===== src/rtl/palette_lut.sv =====
// Programmable colour-lookup unit: palette index -> faded RGB in exactly two cycles.
// Runtime-writable palette with a transparency index, frame-synchronous colour cycling and global fade.
module palette_lut #(
   parameter int ENTRIES    = 18,
   parameter int IDX_W      = 5,
   parameter int CH_W       = 8,
   parameter int TRANSP_IDX = 0,
   parameter int CYC_BASE   = 12,
   parameter int CYC_LEN    = 3,
   parameter int CYC_PERIOD = 16,
   parameter int FADE_W     = 3
) (
   input  logic              Clk,
   input  logic              Reset,
   input  logic              pix_valid,
   input  logic [IDX_W-1:0]  pix_idx,
   input  logic              wr_en,
   input  logic [IDX_W-1:0]  wr_idx,
   input  logic [3*CH_W-1:0] wr_rgb,
   input  logic [FADE_W-1:0] fade_lvl,
   input  logic              cyc_en,
   input  logic              frame_tick,
   output logic              out_valid,
   output logic [CH_W-1:0]   out_r,
   output logic [CH_W-1:0]   out_g,
   output logic [CH_W-1:0]   out_b,
   output logic              out_transp
);

   localparam int FC_W  = (CYC_PERIOD > 1) ? $clog2(CYC_PERIOD) : 1;
   localparam int OFF_W = (CYC_LEN > 1) ? $clog2(CYC_LEN) : 1;
   localparam int RGB_W = 3 * CH_W;

   localparam logic [IDX_W:0]   NENT   = (IDX_W+1)'(ENTRIES);
   localparam logic [IDX_W:0]   CB     = (IDX_W+1)'(CYC_BASE);
   localparam logic [IDX_W:0]   CL     = (IDX_W+1)'(CYC_LEN);
   localparam logic [IDX_W-1:0] TIDX   = IDX_W'(TRANSP_IDX);
   localparam logic [FC_W-1:0]  FC_MAX = FC_W'(CYC_PERIOD - 1);
   localparam logic [OFF_W-1:0] OFF_MAX = OFF_W'(CYC_LEN - 1);

   // Handshake: pix_valid qualifies pix_idx in the cycle it is high; out_valid follows exactly
   // two cycles later. There is no ready: the pipeline accepts one pixel every cycle.

   function automatic logic [RGB_W-1:0] def_rgb(input int i);
      logic [7:0]      r, g, b;
      logic [CH_W-1:0] rr, gg, bb;
      case (i)
         0:  {r, g, b} = {8'd0,   8'd0,   8'd1};
         1:  {r, g, b} = {8'd99,  8'd99,  8'd99};
         2:  {r, g, b} = {8'd107, 8'd8,   8'd0};
         3:  {r, g, b} = {8'd156, 8'd74,  8'd0};
         4:  {r, g, b} = {8'd173, 8'd173, 8'd173};
         5:  {r, g, b} = {8'd255, 8'd255, 8'd255};
         6:  {r, g, b} = {8'd90,  8'd0,   8'd123};
         7:  {r, g, b} = {8'd181, 8'd49,  8'd33};
         8:  {r, g, b} = {8'd0,   8'd66,  8'd74};
         9:  {r, g, b} = {8'd231, 8'd231, 8'd148};
         10: {r, g, b} = {8'd107, 8'd107, 8'd0};
         11: {r, g, b} = {8'd231, 8'd156, 8'd33};
         12: {r, g, b} = {8'd181, 8'd247, 8'd206};
         13: {r, g, b} = {8'd0,   8'd82,  8'd0};
         14: {r, g, b} = {8'd0,   8'd140, 8'd49};
         15: {r, g, b} = {8'd255, 8'd255, 8'd254};
         16: {r, g, b} = {8'd89,  8'd13,  8'd121};
         default: {r, g, b} = 24'd0;
      endcase
      rr = CH_W'(r) << (CH_W - 8);
      gg = CH_W'(g) << (CH_W - 8);
      bb = CH_W'(b) << (CH_W - 8);
      return {rr, gg, bb};
   endfunction

   // Product is one bit wider than CH_W+FADE_W so the multiplier 2^FADE_W fits.
   function automatic logic [CH_W-1:0] fade_ch(input logic [CH_W-1:0] c, input logic [FADE_W-1:0] lvl);
      logic [FADE_W:0]      mult;
      logic [CH_W+FADE_W:0] prod;
      mult = (FADE_W+1)'(2**FADE_W) - {1'b0, lvl};
      prod = (CH_W+FADE_W+1)'(c) * (CH_W+FADE_W+1)'(mult);
      return prod[FADE_W +: CH_W];
   endfunction

   logic [RGB_W-1:0]  pal [ENTRIES];
   logic [FC_W-1:0]   frame_cnt;
   logic [OFF_W-1:0]  offset;

   logic              s1_valid;
   logic              s1_transp;
   logic [FADE_W-1:0] s1_fade;
   logic [RGB_W-1:0]  s1_rgb;

   logic [RGB_W-1:0]  out_rgb;

   logic              in_win;
   logic [IDX_W:0]    rel;
   logic [IDX_W:0]    eff_w;
   logic [IDX_W-1:0]  eff;
   logic [RGB_W-1:0]  rd_rgb;
   logic [RGB_W-1:0]  faded;

   always_ff @(posedge Clk) begin
      if (Reset) begin
         for (int i = 0; i < ENTRIES; i++)
            pal[i] <= (i < 18) ? def_rgb(i) : '0;
      end else if (wr_en && ({1'b0, wr_idx} < NENT)) begin
         pal[wr_idx] <= wr_rgb;
      end
   end

   always_ff @(posedge Clk) begin
      if (Reset || !cyc_en) begin
         frame_cnt <= '0;
         offset    <= '0;
      end else if (frame_tick) begin
         if (frame_cnt == FC_MAX) begin
            frame_cnt <= '0;
            offset    <= (offset == OFF_MAX) ? '0 : offset + 1'b1;
         end else begin
            frame_cnt <= frame_cnt + 1'b1;
         end
      end
   end

   // Rotation applies to the requested index only; the sum stays below 2*CYC_LEN, so one subtract wraps it.
   always_comb begin
      in_win = ({1'b0, pix_idx} >= CB) && ({1'b0, pix_idx} < CB + CL);
      rel    = {1'b0, pix_idx} - CB + (IDX_W+1)'(offset);
      if (rel >= CL)
         rel = rel - CL;
      eff_w  = in_win ? (CB + rel) : {1'b0, pix_idx};
      eff    = eff_w[IDX_W-1:0];
      rd_rgb = ({1'b0, pix_idx} < NENT) ? pal[eff] : '0;
   end

   always_comb begin
      faded = {fade_ch(s1_rgb[2*CH_W +: CH_W], s1_fade),
               fade_ch(s1_rgb[CH_W   +: CH_W], s1_fade),
               fade_ch(s1_rgb[0      +: CH_W], s1_fade)};
   end

   always_ff @(posedge Clk) begin
      if (Reset) begin
         s1_valid   <= 1'b0;
         s1_transp  <= 1'b0;
         s1_fade    <= '0;
         s1_rgb     <= '0;
         out_valid  <= 1'b0;
         out_transp <= 1'b0;
         out_rgb    <= '0;
      end else begin
         s1_valid  <= pix_valid;
         out_valid <= s1_valid;
         if (pix_valid) begin
            s1_transp <= (pix_idx == TIDX);
            s1_fade   <= fade_lvl;
            s1_rgb    <= rd_rgb;
         end
         if (s1_valid) begin
            out_transp <= s1_transp;
            out_rgb    <= s1_transp ? '0 : faded;
         end
      end
   end

   assign out_r = out_rgb[2*CH_W +: CH_W];
   assign out_g = out_rgb[CH_W   +: CH_W];
   assign out_b = out_rgb[0      +: CH_W];

endmodule


===== config.mk =====
export PLATFORM = sky130hd
export DESIGN_NAME = palette_lut
export DESIGN_NICKNAME = d
export VERILOG_FILES = /design/src/rtl/palette_lut.sv
export SDC_FILE = /design/constraint.sdc
export NUM_CORES = 1
export LEC_CHECK = 0
export ABC_AREA = 1
export CAP_MARGIN = 5
export CELL_PAD_IN_SITES_DETAIL_PLACEMENT = 1
export CELL_PAD_IN_SITES_GLOBAL_PLACEMENT = 1
export CORE_ASPECT_RATIO = 2
export CORE_MARGIN = 2
export CORE_UTILIZATION = 30
export DETAILED_ROUTE_END_ITERATION = 6
export PLACE_DENSITY = 0.53
export SYNTH_ARGS = -nofsm -noshare
export SYNTH_HDL_FRONTEND = slang
export SYNTH_SLANG_ARGS = --single-unit

===== constraint.sdc =====
create_clock -name Clk -period 5.2 [get_ports Clk]
set_clock_uncertainty 0.2 [all_clocks]
set_input_delay 1.04 -clock Clk [delete_from_list [all_inputs] [get_ports Clk]]
set_output_delay 1.04 -clock Clk [all_outputs]
set_load 0.01 [all_outputs]

==> metrics.cfg, run 1 <==
[timing]
rsz0062_at_grt=false
max-slew-margin-rel=0.399
tns_ns=0
period_minus_slack_ns=4.47
final_hold_viol_count=0
setup_violations=0
setup_ws_ns=0.734
final_max_slew_viol_count=0
max_freq_ghz=0.224
finalCritPeriodShare=0.859
tightest_slew_ns=0.901

[grt]
grt_overflow_total=0
grt_pass1_wl_um=211000
grt_max_degree=113
grt_pass1_vias=30991
groute.usage.overall=0.220
antenna_found_initial=3

[die]
io_pins=69
core_sq_um=127000
rows=185
start_util=0.302
die_w_um=257
fp.dieArea_sq_um=131000
die_h_um=510

[place]
dp_hpwl_um=96500
place_congestion=0.786
port-buffer-count=68
pre_cts_ws_ns=0.0609

[hold_path]
hold_start=out_rgb[7]
whs_path_depth=2
whs_endpoint=out_rgb[7]
hold_class=register to register

[cells_and_area]
layout_commonest_cell=nand3_1
final_cell_mix=nand3_1, nand2_1, edfxtp_1
final_util=0.364
nets=4384
layout-drive-gt1-share=0.0864
area_delta_synth_final_pct=20.4

[worst_setup_path]
critPathLaunchType=input pin
path_cells=clkdlybuf4s50_1, ha_1, inv_1, fa_1, inv_1, ha_1, nor2_4, nand3_2, buf_4, nand2_1, inv_1, o21ai_4, buf_12, buf_4, nand3_1, nand3_1, nand3_1, nand3_1, nand2_1, nand2_1, a21oi_1
timing.rr.start=s1_fade[0]
required_ns=5.53
cp_slowest_cell=fa_1
cpMostUsedCell=nand3_1
cp_top_family=buffers and inverters
endpoint_kind=register
critical_path_class=input pin to register
crit_buf_inv=7
cpPeakStageDelay_ns=0.52
path_max_fanout=8
cp.arrival_ns=4.79
reg2reg_to=out_rgb[23]
r2r_cells=23
ff2ff_setup_slack_ns=0.74

[routing]
first_pass_iters=6
drc=0
ant_nets=0
wirelength_um=144000
first_iter_violations=1892
drt-wirelength-per-cell_um=24.0
via_count=29865
vias_per_cell=4.97

[cts]
insertion_delay_ns=0.69
cts_resized=0
htree_levels=3
cts-root-buf=clkbuf_16
cts_buffers=82
cts_buffer_depth=3
clock_sinks=829
post_cts_buffers=0
clk_pin_slew_worst_paths_ns=0.06
hold_buffers=0
cts_tree=yes

[power_and_ir_drop]
swShare=0.264
peakVddDrop_v=0.000209
p_leak_nw=17.9
comb_power_share=0.116
internal_power_w=0.0117
power_density_nw_per_um2=342
power_frac_seq=0.494
power.share.clock=0.390
netSwitchingPower_w=0.00417

[yosys]
synth_async_sr_flop_share=0
synthFlopType=edfxtp_1
synth_warnings=0
synth_cells=3830
ys_types=35
synth_area_sq_um=38400
synth-edff-count=768
syn_area_per_cell_sq_um=10.0
ys_seq_area_frac=0.632
ys_ff_latch=829

[flow_run]
maxCapViolations=0

[outcome]
status=completed

synthesized netlist by cell type, types with 3 or more instances:
library cell  instances  area (sq um)
nand4_1               3          18.8
buf_2               119           596
edfxtp_1            768         23100
nand3_1            1110          5560
clkbuf_1            131           492
nor2_4                3          33.8
o21ai_0              25           125
or2_2                 4          25.0
ha_1                 42           526
fa_1                 37           741
inv_1               223           837
clkinv_1              8          30.0
nor3_1                8          40.0
nand2_1             816          3060
buf_1                12          45.0
xor2_1                7          61.3
dfxtp_1              61          1220
inv_2                 3          11.3
nor2_1              331          1240
buf_4                16           120
a21oi_1              76           380
nand2_2               4          25.0
nand3b_1              8          60.1
cell families (layout without fill, tap and decap cells):
| group | count (synthesis) | after routing | share of synthesized area |
|---|---|---|---|
| AOI/OAI and AO/OA | 110 | 110 | 0.0148 |
| adders and majority gates | 79 | 79 | 0.0329 |
| other | 1 | 338 | 0.0000976 |
| xor gates and xnor gates | 9 | 9 | 0.00205 |
| buffers and inverters | 512 | 677 | 0.0554 |
| and+or+nand+nor | 2290 | 2290 | 0.263 |
| DFF | 829 | 829 | 0.632 |
through the flow:
| step | cell area, sq um | hold WS (ns) | std cells | total power [W] |
|---|---|---|---|---|
| CTS | 46300 | 0.267 | 6013 | 0.0160 |
| detailed placement | 43600 | 0.257 | 5861 | 0.00983 |
| floorplan | 39700 | 0.251 | 4165 | 0.00894 |
| global placement | 43600 | 0.252 | 5861 | 0.00981 |
| global route | 46300 | 0.288 | 6014 | 0.0164 |
| finish | 46300 | 0.263 | 6015 | 0.0158 |
power by group through the flow:
| stage | Sequential, W | Clock [W] | Combinational [W] |
|---|---|---|---|
| after floorplan | 0.00791 | 0 | 0.00103 |
| after global placement | 0.00795 | 0 | 0.00185 |
| after detailed placement | 0.00797 | 0 | 0.00187 |
| after CTS | 0.00782 | 0.00633 | 0.00187 |
| after global routing | 0.00785 | 0.00654 | 0.00203 |
| final | 0.00782 | 0.00617 | 0.00184 |
worst max-delay path by stage:
stage                     startpoint          end  slack [ns]  depth (start not counted)
final                     pix_idx[0]   s1_rgb[20]        0.73                         21
after global routing      s1_fade[0]  out_rgb[23]        0.37                         22
after detailed placement  pix_idx[0]   s1_rgb[20]        0.06                         21
after CTS                 s1_fade[0]  out_rgb[23]        0.68                         23
after global placement    pix_idx[0]   s1_rgb[20]        0.10                         21
after floorplan           s1_fade[0]  out_rgb[14]        0.71                         22
per-layer routing:
metal,vias up,part of all wire,GRT usage
met5,-,0.00012,0
met4,2,0.038,0.0858
met3,236,0.035,0.0214
met2,655,0.55,0.430
met1,15274,0.38,0.241
li1,13698,-,-
worst reg2reg max path, stage by stage, from the launching register on:
cell	delay [ns]
dfxtp_1	0.33
inv_1	0.06
ha_1	0.19
inv_1	0.06
or2_2	0.10
nand2_1	0.07
inv_1	0.29
nand2_1	0.22
fa_1	0.56
inv_1	0.05
fa_1	0.47
fa_1	0.43
a21oi_1	0.16
o21ai_0	0.13
nand2_1	0.08
inv_1	0.05
nor2_1	0.09
nor2_1	0.06
o21ai_0	0.24
nand2_1	0.13
nand2_1	0.08
a31oi_1	0.06
o21ai_0	0.10
a21oi_1	0.09
sequential cells by signal (all words and copies together) (netlist names):
register    cells
s1_fade         3
s1_rgb         24
s1_transp       1
out_transp      1
offset          2
s1_valid        1
out_valid       1
pal           768
frame_cnt       4
out_rgb        24
final cells by class:
type	instances	area [sq um]
tap	1683	2110
fill	14374	80800
inverter	234	881
timing repair buffer	291	2950
clock buffer	105	2170
sequential	829	24300
clock inverter	47	519
multi-input combinational	2824	13400
antenna	2	5.00
Power figures use the tool's default switching activity.
==> run 2, diff against run 1 <==
--- a/config.mk
+++ b/config.mk
@@ -12,6 +12,8 @@
 export CORE_ASPECT_RATIO = 2
 export CORE_MARGIN = 2
 export CORE_UTILIZATION = 30
+export CTS_CLUSTER_DIAMETER = 30
+export CTS_CLUSTER_SIZE = 14
 export DETAILED_ROUTE_END_ITERATION = 6
 export PLACE_DENSITY = 0.53
 export SYNTH_ARGS = -nofsm -noshare
==> run 2 against run 1 <==
Sequential share of layout area down 1.8 points. Worst setup slack better by 0.010 ns. Via count up 0.54%. Largest cell class unchanged. Register-to-register slack about the same. Global-route usage up 0.20 points. Critical endpoint is now out_rgb[6].
==> metrics.cfg, run 2 (same netlist as run 1, synthesis figures left out) <==
[cells_and_area]
regArea_sq_um=24300  ; unchanged
nets=4434  ; +1.1%
final_cell_mix=nand3_1, nand2_1, edfxtp_1
top_regs=pal: 768 flops, out_rgb: 24 flops, s1_rgb: 24 flops
largest_register_ffs=768  ; unchanged
regMostFlops=pal
layout_commonest_cell=nand3_1
layout-drive-gt1-share=0.106  ; +0.0193
stdcell_count=6103  ; +1.5%
area_delta_synth_final_pct=24.7
multi_input_area_sq_um=13400  ; unchanged
fin_area_sq_um=47900  ; +3.5%
fillers=14274  ; -0.70%

[routing]
drc=0  ; unchanged
ant_nets=0  ; unchanged
drt-wirelength-per-cell_um=23.8  ; -0.80%
first_pass_iters=5  ; -1
vias_per_cell=4.92  ; -0.91%
first_iter_violations=2023  ; +6.9%
highest_layer=met5
routed-wl-met2_um=80300  ; +1.1%
via_count=30027  ; +0.54%
drt-met1-wl_um=54400  ; +0.56%
dr_wl_met3_um=4900  ; -3.4%
wirelength_um=145000  ; +0.65%

[cts]
insertion_delay_ns=0.75  ; +0.06 ns
cts_buffers=132  ; +61%
clk_pin_slew_worst_paths_ns=0.05  ; about the same
htree_levels=4  ; +1
post_cts_buffers=0  ; unchanged
cts_buffer_depth=3  ; unchanged
cts-root-buf=clkbuf_16
cts_resized=0  ; unchanged
clock_sinks=829  ; unchanged
cts_tree=yes
hold_buffers=0  ; unchanged

[die]
rows=185  ; unchanged
io_pins=69  ; unchanged
die_h_um=510  ; unchanged
fp.dieArea_sq_um=131000  ; unchanged
start_util=0.302  ; unchanged
die_w_um=257  ; unchanged
core_sq_um=127000  ; unchanged

[timing]
rsz0062_at_grt=false
tightest_slew_ns=0.883  ; -0.0176 ns
final_max_slew_viol_count=0  ; unchanged
final_hold_viol_count=0  ; unchanged
tns_ns=0  ; unchanged
period_minus_slack_ns=4.46  ; -0.0104 ns
finalCritPeriodShare=0.857  ; -0.00199
max-slew-margin-rel=0.410  ; +0.0118
setup_violations=0  ; unchanged
max_freq_ghz=0.224  ; +0.23%
setup_ws_ns=0.745  ; +0.0104 ns

[worst_setup_path]
critPathLaunchType=register
crit_end=out_rgb[6]
critical_path_class=register to register
critPathLaunch=s1_fade[1]
path_cells=inv_1, ha_1, nand2_1, fa_1, fa_1, inv_1, ha_1, a21oi_1, nand2_1, nand2_1, inv_1, or2_2, a21oi_1, nor2_1, o21ai_0, nand3_1, nand3_1, a21oi_1
reg2reg_to=out_rgb[6]
endpoint_kind=register
ff2ff_setup_slack_ns=0.74  ; about the same
cp_slowest_cell=ha_1
timing.rr.start=s1_fade[1]
path_max_fanout=13  ; +5
cp.arrival_ns=4.84  ; +0.05 ns
required_ns=5.58  ; +0.05 ns
cpPeakStageDelay_ns=0.71  ; +0.19 ns
r2r_cells=18  ; -22%

[place]
dpl_cell_area_sq_um=43600  ; unchanged
place_congestion=0.786  ; unchanged
dp_hpwl_um=96500  ; unchanged
dp.cells=5861  ; unchanged
pre_cts_ws_ns=0.0609  ; unchanged
port-buffer-count=68  ; unchanged

[power_and_ir_drop]
finalPower_w=0.0184  ; +16%
p_leak_nw=18.7  ; +4.5%
peakVddDrop_v=0.000178  ; -15%
power_density_nw_per_um2=383  ; +12%

[grt]
grt_overflow_total=0  ; unchanged
groute.usage.overall=0.222  ; +0.00204
grt_pass1_vias=31399  ; +1.3%
grt_pass1_wl_um=212000  ; +0.54%
grt_max_degree=113  ; unchanged
antenna_found_initial=3  ; unchanged

[hold_path]
hold_class=register to register

[outcome]
status=completed

[flow_run]
maxCapViolations=0  ; unchanged

## run 2: cell types whose count changed in the layout (fill, tap and decap cells not counted)
| cell | change |
|---|---|
| clkbuf_16 | +54 |
| clkbuf_8 | -2 |
| clkinv_2 | +17 |
| clkinvlp_2 | -1 |
| inv_6 | +8 |
| clkinv_8 | +1 |
| clkinv_4 | +9 |
| clkbuf_1 | -7 |
| bufinv_16 | +3 |
| inv_8 | -1 |
| inv_16 | -1 |
| clkinv_1 | +2 |
| clkinv_16 | -1 |
| clkinvlp_4 | +7 |
## run 2: layout make-up
cell class,instances,area share
Sequential cell,829,0.507
Multi-Input combinational cell,2824,0.279
Clock buffer,150,0.0723
Timing Repair Buffer,291,0.0616
Tap cell,1683,0.0439
Inverter,234,0.0184
Clock inverter,90,0.0178
Antenna cell,2,0.000104
## run 2: worst min-delay path by stage
stage | start | endpoint | slack (ns) | cells after the start
after floorplan | s1_transp | s1_transp | 0.25 | 2
after global placement | out_rgb[2] | out_rgb[2] | 0.25 | 2
after detailed placement | out_rgb[8] | out_rgb[8] | 0.26 | 2
after CTS | out_rgb[2] | out_rgb[2] | 0.26 | 2
after global routing | out_rgb[1] | out_rgb[1] | 0.28 | 2
final | out_rgb[2] | out_rgb[2] | 0.26 | 2
## run 2: routing by layer
metal / global-route usage / vias up
met2: 0.432 / 638
met5: 0 / -
li1: - / 13843
met3: 0.0298 / 244
met4: 0.0854 / 2
met1: 0.240 / 15300
## run 2: worst max-delay path, delay by kind of cell (launching register included)
family | cells | cell delay (ns)
adders and majority gates | 4 | 2.03
and+or+nand+nor | 7 | 0.94
AOI/OAI and AO/OA | 4 | 0.66
DFF | 1 | 0.33
buffers and inverters | 3 | 0.14
## run 2: report_power, final
| group | switching (W) | internal, W | total [W] |
|---|---|---|---|
| Sequential | 0.000141 | 0.00769 | 0.00783 |
| Clock | 0.00332 | 0.00537 | 0.00869 |
| Combinational | 0.00126 | 0.000582 | 0.00184 |
| Total | 0.00472 | 0.0136 | 0.0184 |
## run 2: metrics by stage
stage | util | hold WS [ns]
3_5_place_dp | 0.343 | 0.257
5_1_grt | 0.377 | 0.284
4_1_cts | 0.377 | 0.265
3_3_place_gp | 0.343 | 0.252
6_report | 0.377 | 0.261
2_1_floorplan | - | 0.251
